File: src/rtl/slot_locator_if.sv
// -----------------------------------------------------------------------------
// slot_locator_if
// Bundles the two request/response paths of the slot locator:
//   place path : place_valid, place_slot  -> place_done, place_ok
//   query path : query_valid, query_x, query_y, query_grab -> query_ready,
//                result_valid, result_hit, result_slot, result_x, result_y
// master : the requester side (spawner / hook logic)
// slave  : the slot locator itself
// -----------------------------------------------------------------------------
interface slot_locator_if;
  logic       place_valid;
  logic [5:0] place_slot;
  logic       place_done;
  logic       place_ok;

  logic       query_valid;
  logic       query_ready;
  logic [8:0] query_x;
  logic [7:0] query_y;
  logic       query_grab;

  logic       result_valid;
  logic       result_hit;
  logic [5:0] result_slot;
  logic [8:0] result_x;
  logic [7:0] result_y;

  modport master (
    output place_valid, place_slot, query_valid, query_x, query_y, query_grab,
    input  place_done, place_ok, query_ready,
           result_valid, result_hit, result_slot, result_x, result_y
  );

  modport slave (
    input  place_valid, place_slot, query_valid, query_x, query_y, query_grab,
    output place_done, place_ok, query_ready,
           result_valid, result_hit, result_slot, result_x, result_y
  );
endinterface

File: src/rtl/slot_locator.sv
// -----------------------------------------------------------------------------
// slot_locator
// Coordinate-to-slot decoder and occupancy tracker for the 8x8 gold playfield.
// Slot s = {row, col}; cell origin x = X0 + XSTEP*col, y = Y0 + YSTEP*row;
// the object box inside a cell is OBJ_W x OBJ_H pixels.
//
// Ports:
//   clk            system clock, all logic on posedge
//   resetn         synchronous reset, active HIGH despite the name
//   clear_all      1-cycle pulse, frees all 64 slots
//   bus            slot_locator_if.slave (place path + query/result path)
//   occupied_count number of occupied slots (0 unless counter is enabled)
//
// Optional feature macro: SLOT_LOCATOR_COUNT_EN
//   defined   -> occupied_count is a registered popcount-tracking counter
//   undefined -> occupied_count is tied to 0
//
// Query timing: accept edge T, 8 DIVIDE cycles, 1 CHECK cycle, RESP cycle;
// result_valid is high in the cycle following edge T+10.
// -----------------------------------------------------------------------------
module slot_locator #(
  parameter int X0    = 2,
  parameter int Y0    = 50,
  parameter int XSTEP = 42,
  parameter int YSTEP = 24,
  parameter int OBJ_W = 40,
  parameter int OBJ_H = 20
) (
  input  logic               clk,
  input  logic               resetn,
  input  logic               clear_all,
  slot_locator_if.slave      bus,
  output logic [6:0]         occupied_count
);

  localparam logic [9:0] X0_W    = 10'(X0);
  localparam logic [9:0] Y0_W    = 10'(Y0);
  localparam logic [9:0] XSTEP_W = 10'(XSTEP);
  localparam logic [9:0] YSTEP_W = 10'(YSTEP);
  localparam logic [9:0] OBJW_W  = 10'(OBJ_W);
  localparam logic [9:0] OBJH_W  = 10'(OBJ_H);
  localparam logic [9:0] X_END   = 10'(X0 + 8 * XSTEP);
  localparam logic [9:0] Y_END   = 10'(Y0 + 8 * YSTEP);

  typedef enum logic [1:0] {
    IDLE   = 2'd0,
    DIVIDE = 2'd1,
    CHECK  = 2'd2,
    RESP   = 2'd3
  } state_t;

  state_t      state_q, state_d;
  logic [2:0]  step_q, step_d;
  logic [8:0]  x_q, x_d;
  logic [7:0]  y_q, y_d;
  logic        grab_q, grab_d;
  logic [9:0]  x_rem_q, x_rem_d;
  logic [9:0]  y_rem_q, y_rem_d;
  logic [2:0]  col_q, col_d;
  logic [2:0]  row_q, row_d;
  logic        hit_q, hit_d;
  logic [63:0] occ_q, occ_d;

  logic        place_done_q, place_done_d;
  logic        place_ok_q, place_ok_d;
  logic        result_valid_q, result_valid_d;
  logic        result_hit_q, result_hit_d;
  logic [5:0]  result_slot_q, result_slot_d;
  logic [8:0]  result_x_q, result_x_d;
  logic [7:0]  result_y_q, result_y_d;

  logic [5:0]  slot;
  logic        in_range;
  logic        place_win;
  logic        grab_clr;

  assign slot = {row_q, col_q};

  // Range test on the raw latched coordinates, not on the remainders, so
  // wrapped remainders from x < X0 or y < Y0 can never look in range.
  assign in_range = ({1'b0, x_q} >= X0_W) && ({1'b0, x_q} < X_END) &&
                    ({2'b00, y_q} >= Y0_W) && ({2'b00, y_q} < Y_END);

  // A place is refused while clear_all wipes the map.
  assign place_win = bus.place_valid && !clear_all && !occ_q[bus.place_slot];

  // Only clear a bit that is still set: if the slot was freed between CHECK
  // and RESP, a concurrent place of that slot must win and the counter must
  // not double-decrement.
  assign grab_clr = (state_q == RESP) && grab_q && hit_q && occ_q[slot];

  always_comb begin
    state_d        = state_q;
    step_d         = step_q;
    x_d            = x_q;
    y_d            = y_q;
    grab_d         = grab_q;
    x_rem_d        = x_rem_q;
    y_rem_d        = y_rem_q;
    col_d          = col_q;
    row_d          = row_q;
    hit_d          = hit_q;
    result_valid_d = 1'b0;
    result_hit_d   = result_hit_q;
    result_slot_d  = result_slot_q;
    result_x_d     = result_x_q;
    result_y_d     = result_y_q;

    unique case (state_q)
      IDLE: begin
        if (bus.query_valid) begin
          x_d     = bus.query_x;
          y_d     = bus.query_y;
          grab_d  = bus.query_grab;
          x_rem_d = {1'b0, bus.query_x} - X0_W;
          y_rem_d = {2'b00, bus.query_y} - Y0_W;
          col_d   = 3'd0;
          row_d   = 3'd0;
          step_d  = 3'd0;
          state_d = DIVIDE;
        end
      end
      DIVIDE: begin
        // Restoring division by repeated subtraction, one step per cycle
        // per axis; 8 steps cover the largest in-range quotient of 7.
        if (x_rem_q >= XSTEP_W) begin
          x_rem_d = x_rem_q - XSTEP_W;
          col_d   = col_q + 3'd1;
        end
        if (y_rem_q >= YSTEP_W) begin
          y_rem_d = y_rem_q - YSTEP_W;
          row_d   = row_q + 3'd1;
        end
        step_d = step_q + 3'd1;
        if (step_q == 3'd7) begin
          state_d = CHECK;
        end
      end
      CHECK: begin
        // A clear_all in this very cycle already counts as an empty map.
        hit_d   = in_range && (x_rem_q < OBJW_W) && (y_rem_q < OBJH_W) &&
                  occ_q[slot] && !clear_all;
        state_d = RESP;
      end
      RESP: begin
        result_valid_d = 1'b1;
        result_hit_d   = hit_q;
        if (in_range) begin
          result_slot_d = slot;
          // Origin = tip minus remainder; avoids a constant multiplier.
          result_x_d    = x_q - x_rem_q[8:0];
          result_y_d    = y_q - y_rem_q[7:0];
        end else begin
          result_slot_d = 6'd0;
          result_x_d    = 9'd0;
          result_y_d    = 8'd0;
        end
        state_d = IDLE;
      end
      default: state_d = IDLE;
    endcase
  end

  always_comb begin
    occ_d        = occ_q;
    place_done_d = bus.place_valid;
    place_ok_d   = place_ok_q;
    if (bus.place_valid) begin
      place_ok_d = place_win;
    end
    if (clear_all) begin
      occ_d = 64'd0;
    end else begin
      if (place_win) begin
        occ_d[bus.place_slot] = 1'b1;
      end
      if (grab_clr) begin
        occ_d[slot] = 1'b0;
      end
    end
  end

  always_ff @(posedge clk) begin
    if (resetn) begin
      state_q        <= IDLE;
      step_q         <= 3'd0;
      x_q            <= 9'd0;
      y_q            <= 8'd0;
      grab_q         <= 1'b0;
      x_rem_q        <= 10'd0;
      y_rem_q        <= 10'd0;
      col_q          <= 3'd0;
      row_q          <= 3'd0;
      hit_q          <= 1'b0;
      occ_q          <= 64'd0;
      place_done_q   <= 1'b0;
      place_ok_q     <= 1'b0;
      result_valid_q <= 1'b0;
      result_hit_q   <= 1'b0;
      result_slot_q  <= 6'd0;
      result_x_q     <= 9'd0;
      result_y_q     <= 8'd0;
    end else begin
      state_q        <= state_d;
      step_q         <= step_d;
      x_q            <= x_d;
      y_q            <= y_d;
      grab_q         <= grab_d;
      x_rem_q        <= x_rem_d;
      y_rem_q        <= y_rem_d;
      col_q          <= col_d;
      row_q          <= row_d;
      hit_q          <= hit_d;
      occ_q          <= occ_d;
      place_done_q   <= place_done_d;
      place_ok_q     <= place_ok_d;
      result_valid_q <= result_valid_d;
      result_hit_q   <= result_hit_d;
      result_slot_q  <= result_slot_d;
      result_x_q     <= result_x_d;
      result_y_q     <= result_y_d;
    end
  end

  assign bus.query_ready  = (state_q == IDLE);
  assign bus.place_done   = place_done_q;
  assign bus.place_ok     = place_ok_q;
  assign bus.result_valid = result_valid_q;
  assign bus.result_hit   = result_hit_q;
  assign bus.result_slot  = result_slot_q;
  assign bus.result_x     = result_x_q;
  assign bus.result_y     = result_y_q;

`ifdef SLOT_LOCATOR_COUNT_EN
  logic [6:0] count_q, count_d;

  // place_win and grab_clr can never target the same set bit, so the
  // counter tracks popcount(occ) exactly; both on one edge nets to zero.
  always_comb begin
    count_d = count_q;
    if (clear_all) begin
      count_d = 7'd0;
    end else begin
      count_d = count_q + {6'd0, place_win} - {6'd0, grab_clr};
    end
  end

  always_ff @(posedge clk) begin
    if (resetn) begin
      count_q <= 7'd0;
    end else begin
      count_q <= count_d;
    end
  end

  assign occupied_count = count_q;
`else
  assign occupied_count = 7'd0;
`endif

endmodule

File: src/flat_wrapper.sv
// flat-port wrapper written by rule: the top's interface ports become plain ports
module slot_locator_flat 
#(
  parameter int X0    = 2,
  parameter int Y0    = 50,
  parameter int XSTEP = 42,
  parameter int YSTEP = 24,
  parameter int OBJ_W = 40,
  parameter int OBJ_H = 20
)
  (clk, resetn, clear_all, occupied_count, bus_place_valid, bus_place_slot, bus_query_valid, bus_query_x, bus_query_y, bus_query_grab, bus_place_done, bus_place_ok, bus_query_ready, bus_result_valid, bus_result_hit, bus_result_slot, bus_result_x, bus_result_y);
  slot_locator_if bus_i ();
  input  logic clk;
  input  logic resetn;
  input  logic clear_all;
  output logic [6:0] occupied_count;
  input wire logic [$bits(bus_i.place_valid)-1:0] bus_place_valid;
  input wire logic [$bits(bus_i.place_slot)-1:0] bus_place_slot;
  input wire logic [$bits(bus_i.query_valid)-1:0] bus_query_valid;
  input wire logic [$bits(bus_i.query_x)-1:0] bus_query_x;
  input wire logic [$bits(bus_i.query_y)-1:0] bus_query_y;
  input wire logic [$bits(bus_i.query_grab)-1:0] bus_query_grab;
  output wire logic [$bits(bus_i.place_done)-1:0] bus_place_done;
  output wire logic [$bits(bus_i.place_ok)-1:0] bus_place_ok;
  output wire logic [$bits(bus_i.query_ready)-1:0] bus_query_ready;
  output wire logic [$bits(bus_i.result_valid)-1:0] bus_result_valid;
  output wire logic [$bits(bus_i.result_hit)-1:0] bus_result_hit;
  output wire logic [$bits(bus_i.result_slot)-1:0] bus_result_slot;
  output wire logic [$bits(bus_i.result_x)-1:0] bus_result_x;
  output wire logic [$bits(bus_i.result_y)-1:0] bus_result_y;
  assign bus_i.place_valid = bus_place_valid;
  assign bus_i.place_slot = bus_place_slot;
  assign bus_i.query_valid = bus_query_valid;
  assign bus_i.query_x = bus_query_x;
  assign bus_i.query_y = bus_query_y;
  assign bus_i.query_grab = bus_query_grab;
  assign bus_place_done = bus_i.place_done;
  assign bus_place_ok = bus_i.place_ok;
  assign bus_query_ready = bus_i.query_ready;
  assign bus_result_valid = bus_i.result_valid;
  assign bus_result_hit = bus_i.result_hit;
  assign bus_result_slot = bus_i.result_slot;
  assign bus_result_x = bus_i.result_x;
  assign bus_result_y = bus_i.result_y;
  slot_locator #(.X0(X0), .Y0(Y0), .XSTEP(XSTEP), .YSTEP(YSTEP), .OBJ_W(OBJ_W), .OBJ_H(OBJ_H)) u_core (.clk(clk), .resetn(resetn), .clear_all(clear_all), .bus(bus_i), .occupied_count(occupied_count));
endmodule
File: config.mk
export PLATFORM = sky130hd
export DESIGN_NAME = slot_locator_flat
export DESIGN_NICKNAME = d
export VERILOG_FILES = /design/src/rtl/slot_locator_if.sv /design/src/rtl/slot_locator.sv /design/src/flat_wrapper.sv
export SDC_FILE = /design/constraint.sdc
export NUM_CORES = 1
export LEC_CHECK = 0
export BUFFER_PORTS_ARGS = -buffer_cell sky130_fd_sc_hd__buf_4
export CORE_ASPECT_RATIO = 1.4
export CORE_UTILIZATION = 41
export DETAILED_ROUTE_END_ITERATION = 12
export HOLD_SLACK_MARGIN = 0.02
export PLACE_DENSITY = 0.62
export SYNTH_ARGS = -nofsm -noshare
export SYNTH_HDL_FRONTEND = slang
export SYNTH_SLANG_ARGS = --single-unit
export TNS_END_PERCENT = 5
File: constraint.sdc
create_clock -name clk -period 5.6 [get_ports clk]
set_clock_uncertainty 0.2 [all_clocks]
set_input_delay 0.56 -clock clk [delete_from_list [all_inputs] [get_ports clk]]
set_output_delay 0.56 -clock clk [all_outputs]
set_load 0.02 [all_outputs]
Yosys cells after proc, flatten, opt, wreduce, memory -nomap -nowiden
Cells that the tools add are included.
- add/sub/neg operators: 9
- $lt $le $gt $ge: 12
- equal/unequal tests: 8
- multiplexer cells: 30
- bitwise operators: 3
- reductions and logical operators: 24
- operators with widths (operator ; number):
    two-way mux 64 bit ; 3
    AND 64 bit ; 1
    inverter 64 bit ; 1
    OR 64 bit ; 1
    two-way mux 10 bit ; 4
    one-hot mux 10 bit (2 select lines) ; 2
    one-hot mux 3 bit (2 select lines) ; 3
    logical AND 1 bit ; 14
    < comparator 6 x 7 -> 1 bit (second input constant) ; 2
    binary-select mux 1 bit (select 6 bit) ; 2
    demux 1 bit (select 6 bit) ; 2
    >= comparator 6 x 1 -> 1 bit (second input constant) ; 2
    >= comparator 10 x 5 -> 1 bit (second input constant) ; 1
    >= comparator 10 x 6 -> 1 bit (second input constant) ; 1
    < comparator 10 x 5 -> 1 bit (second input constant) ; 1
    < comparator 10 x 6 -> 1 bit (second input constant) ; 1
    subtractor 10 x 5 -> 10 bit (second input constant) ; 1
    subtractor 10 x 6 -> 10 bit (second input constant) ; 1
    subtractor 9 x 2 -> 10 bit (second input constant) ; 1
    adder 3 x 1 -> 3 bit (second input constant) ; 3
    >= comparator 9 x 2 -> 1 bit (second input constant) ; 1
    < comparator 9 bit (second input constant) ; 1
    two-way mux 3 bit ; 3
    two-way mux 9 bit ; 1
    other kinds (21) ; 33
- register bits after elaboration: 141
- input bits: 29
- output and inout port bits: 35
- word-level logic and storage cells: 104

Longest topological paths before layout
- depth in word-level cells: 9
- mapped depth: 11
- mapped depth without buffers: 11

Worst setup path before layout
No wires, ideal clock.
- path type: in2reg
- from: in bus_place_slot[0]
- to: reg u_core.occ_q[24]
- library setup time: 70 ps
- arrival: 2718 ps
- required time: 5330 ps
- path slack: 2613 ps
- cell stages on the path: 9
- path buffers: 2
- cells stage by stage: buf_6 -> mux4_2 -> nor4b_1 -> a2111o_1 -> a311o_4 -> nor4_4 -> buf_6 -> a22oi_1 -> a21oi_1
- longest elaborated chain between the ends: 9
- elaborated cells on any way between the ends: 14
- classes of those cells: 2 x order compare; 7 x mux; 2 x bitwise; 3 x reduce/logical
- ends and longest elaborated chain (what ; RTL line ; RTL):
    start: declaration ; flat_wrapper.sv:18 ; input wire logic [$bits(bus_i.place_slot)-1:0] bus_place_slot;
    < comparator 6 x 7 -> 1 bit (not written as such) / >= comparator 6 x 1 -> 1 bit (equally long branches) ; slot_locator.sv:175 ; occ_d[bus.place_slot] = 1'b1;
    logical AND 1 bit (not written as such) ; slot_locator.sv:175 ;
    two-way mux 1 bit (not written as such) ; slot_locator.sv:175 ;
    demux 1 bit (select 6 bit) ; - ;
    OR 64 bit (no source line) ; - ;
    two-way mux 64 bit * ; slot_locator.sv:174 ; if (place_win) begin
    two-way mux 64 bit * ; slot_locator.sv:171 ; if (clear_all) begin
    AND 64 bit (no source line) ; - ;
    two-way mux 64 bit * ; slot_locator.sv:177 ; if (grab_clr) begin
    end signal: assignment ; slot_locator.sv:195 ; occ_q <= 64'd0;
    end signal: assignment ; slot_locator.sv:214 ; occ_q <= occ_d;
    end: declaration ; slot_locator.sv:62 ; logic [63:0] occ_q, occ_d;
Every way passes the cells marked *; elsewhere a longest branch is shown, timed or not. The select of a mux whose other input is x is not followed.
A chain may end at the register's enable or synchronous reset.

Final worst setup path
- from: reg u_core.col_q[2]
- to: reg u_core.occ_q[32]
- longest elaborated chain between the ends: 7
- elaborated cells on any way between the ends: 11
- classes of those cells: 2 x order compare; 5 x mux; 2 x bitwise; 2 x reduce/logical
- ends and longest elaborated chain (what ; RTL line ; RTL):
    start: declaration ; slot_locator.sv:59 ; logic [2:0] col_q, col_d;
    start signal: assignment ; slot_locator.sv:211 ; col_q <= col_d;
    < comparator 6 x 7 -> 1 bit (not written as such) / >= comparator 6 x 1 -> 1 bit (equally long branches) ; slot_locator.sv:178 ; occ_d[slot] = 1'b0;
    logical AND 1 bit (not written as such) ; slot_locator.sv:178 ;
    two-way mux 1 bit (not written as such) ; slot_locator.sv:178 ;
    demux 1 bit (select 6 bit) ; - ;
    inverter 64 bit (no source line) ; - ;
    AND 64 bit (no source line) ; - ;
    two-way mux 64 bit * ; slot_locator.sv:177 ;
Marked as above.

==> results.sh <==
export IMPL_status="completed"
export IMPL_yosys_warnings=0
export IMPL_worst_setup_hold_path_clk_slew_ns=0.06
export IMPL_areaGrowthSynthToFinish_pct=14.3
export IMPL_port_buffers=56
export IMPL_core_area_sq_um=19200
export IMPL_cts_setup_buffers=0
export IMPL_final_nets=1028
export IMPL_hold_viol=0
export IMPL_cts_buffer_depth=2
export IMPL_wl_per_cell_um=20.4
export IMPL_fill_cells=1923
export IMPL_cts_resized=0
export IMPL_first_pass_iters=6
export IMPL_initial_core_util_pct=41.7
export IMPL_fmax_mhz=248
export IMPL_cts_root_buf="clkbuf_16"
export IMPL_power_density_nw_per_um2=415
export IMPL_worst_setup_path_start_kind="flip-flop"
export IMPL_netlist_area_sq_um=8020
export IMPL_dieArea_sq_um=20100
export IMPL_synth_largest_area_cell="dfxtp_1"
export IMPL_antenna_found_initial=0
export IMPL_seq_area_frac_synth_pct=35.2
export IMPL_worstPathArrival_ns=4.11
export IMPL_async_flop_share_pct=0
export IMPL_grt_max_degree=72
export IMPL_grt_pass1_vias=7223
export IMPL_synthFlopType="dfxtp_1"
export IMPL_setup_viol=0
export IMPL_syn_instance_count=942
export IMPL_slew_headroom_pct=21.6
export IMPL_worstSkewPairLatency_ns=0.44
export IMPL_num_io_pins=64
export IMPL_cts_tree="yes"
export IMPL_layout_drive_gt1_share_pct=14.6
export IMPL_globalplace_congestion=0.900
export IMPL_rows=60
export IMPL_synth_area_per_cell_sq_um=8.51
export IMPL_synth_area_leaders="dfxtp_1 35%, a21oi_1 8.5%, nand2_1 4.8%"
export IMPL_power_leakage_nw=3.37
export IMPL_mostFrequentLayoutCells="141 x dfxtp_1, 137 x a21oi_1, 102 x nand2_1"
export IMPL_drt_antenna_violating_nets=0
export IMPL_yosysTopAreaCellShare_pct=35.2
export IMPL_total_power_w=0.00381
export IMPL_drc=0
export IMPL_drtIter0Drc=586
export IMPL_rsz0062_at_grt="no"
export IMPL_ir_worst_vdd_mv=0.368
export IMPL_grt_overflow=0
export IMPL_die_h_um=167
export IMPL_cp_required_ns=5.68
export IMPL_maxSlewViolCount=0
export IMPL_cts_max_level=4
export IMPL_end_kind="flip-flop"
export IMPL_antenna_cells=0
export IMPL_grt_first_pass_wirelength_um=39400
export IMPL_dpl_hpwl_um=17300
export IMPL_die_w_um=120
export IMPL_crit_type="flip-flop to flip-flop"
export IMPL_grtUsageTotal_pct=25.5
export IMPL_synth_edff_count=0
export IMPL_viasPerCell=6.16
export IMPL_ctsHoldBuffers=0
export IMPL_fin_crit_ns=4.03
export IMPL_maxCapViolCount=0
export IMPL_ys_types=69
export IMPL_setup_tns_final_ns=0
export IMPL_cts_made_buffers=17
export IMPL_tightest_slew_ns=1.17
export IMPL_fin_crit_sh_pct=71.9
export IMPL_wirelength_um=25000
export IMPL_path_max_fanout=19
export IMPL_vias=7576
export IMPL_cts_num_sinks=141
export IMPL_synth_seq_cells=141
export IMPL_hp_class="input port to flip-flop"
export IMPL_final_common_cell="dfxtp_1"
[cell type report]
type	instances	area [sq um]	share of cell area [%]
multi-input combinational	706	4790	52.3
sequential	141	2820	30.8
tap	248	310	3.39
inverter	33	124	1.35
timing repair buffer	70	526	5.73
clock inverter	14	161	1.76
clock buffer	18	429	4.68
[registers in the layout, summed over array words and instances (netlist names)]
name / flops
u_core.bus.result_valid: 1
u_core.bus.result_slot: 6
u_core.col_q: 3
u_core.bus.place_ok: 1
u_core.hit_q: 1
u_core.occ_q: 64
u_core.step_q: 3
u_core.bus.result_y: 8
u_core.bus.place_done: 1
u_core.bus.result_x: 9
u_core.bus.result_hit: 1
u_core.y_q: 8
u_core.state_q: 2
u_core.grab_q: 1
u_core.x_rem_q: 10
u_core.y_rem_q: 10
u_core.x_q: 9
u_core.row_q: 3
[kinds of logic (layout without fill, tap and decap cells)]
family | count (synthesis) | count (layout) | share of synthesized area (%)
AOI/OAI and AO/OA | 307 | 307 | 24.3
buffers and inverters | 101 | 135 | 5.69
adders and majority gates | 30 | 30 | 4.87
DFF | 141 | 141 | 35.2
and+or+nand+nor | 295 | 295 | 19.1
other | 1 | 7 | 0.0468
muxes | 41 | 41 | 7.89
xor gates and xnor gates | 26 | 26 | 2.84
[cell usage after synthesis, types with 17 or more instances]
cell / n
o21ai_1: 18
dfxtp_1: 141
nor2_1: 55
a21oi_1: 137
nor3_1: 24
o21ai_0: 20
mux4_2: 17
a22oi_1: 46
clkbuf_1: 41
inv_1: 29
ha_1: 28
nand3_1: 25
a32oi_1: 27
nand2_1: 102
nand2b_1: 36
[worst max-delay path: stages (launching register included)]
cell and delay, ns:
dfxtp_1 0.84, nor2b_1 0.58, a221oi_1 0.19, o221ai_1 0.28, nand4_1 0.20, o211a_1 0.36
nor4b_2 0.86, buf_4 0.29, a21oi_1 0.07
[metal layers]
metal	vias to the layer above	routed length (um)	GRT usage [%]
met5	-	0	0
met4	0	1510	16.5
met3	102	1510	4.46
met2	350	12500	43.9
met1	3607	9540	28.7
li1	3517	-	-
[worst paths after layout]
check	from	end	slack, ns	depth (start not counted)
setup / recovery	u_core.col_q[2]	u_core.occ_q[32]	1.57	8
hold / removal	bus_place_valid	u_core.bus.place_done	0.17	2
hold reg to reg	u_core.bus.result_y[6]	u_core.bus.result_y[6]	0.25	2
setup reg to reg	u_core.col_q[2]	u_core.occ_q[32]	1.57	8
[per-stage QoR]
step	instance area (sq um)	utilization (%)	cells	setup slack [ns]	hold slack, ns
after detailed placement	8580	44.6	1198	1.67	0.243
after global routing	9170	47.7	1230	1.47	0.174
final	9170	47.7	1230	1.57	0.175
after CTS	9170	47.7	1230	1.75	0.161
after floorplan	8040	-	948	2.61	0.236
after global placement	8580	44.6	1198	1.73	0.239
[where the power goes]
| group | leakage [nW] | switching, W | internal, W |
|---|---|---|---|
| combinational | 1.93 | 0.000889 | 0.000530 |
| clock | 0.289 | 0.000484 | 0.000666 |
| sequential | 1.14 | 0.000131 | 0.00111 |
(Power assumes the default switching activity.)
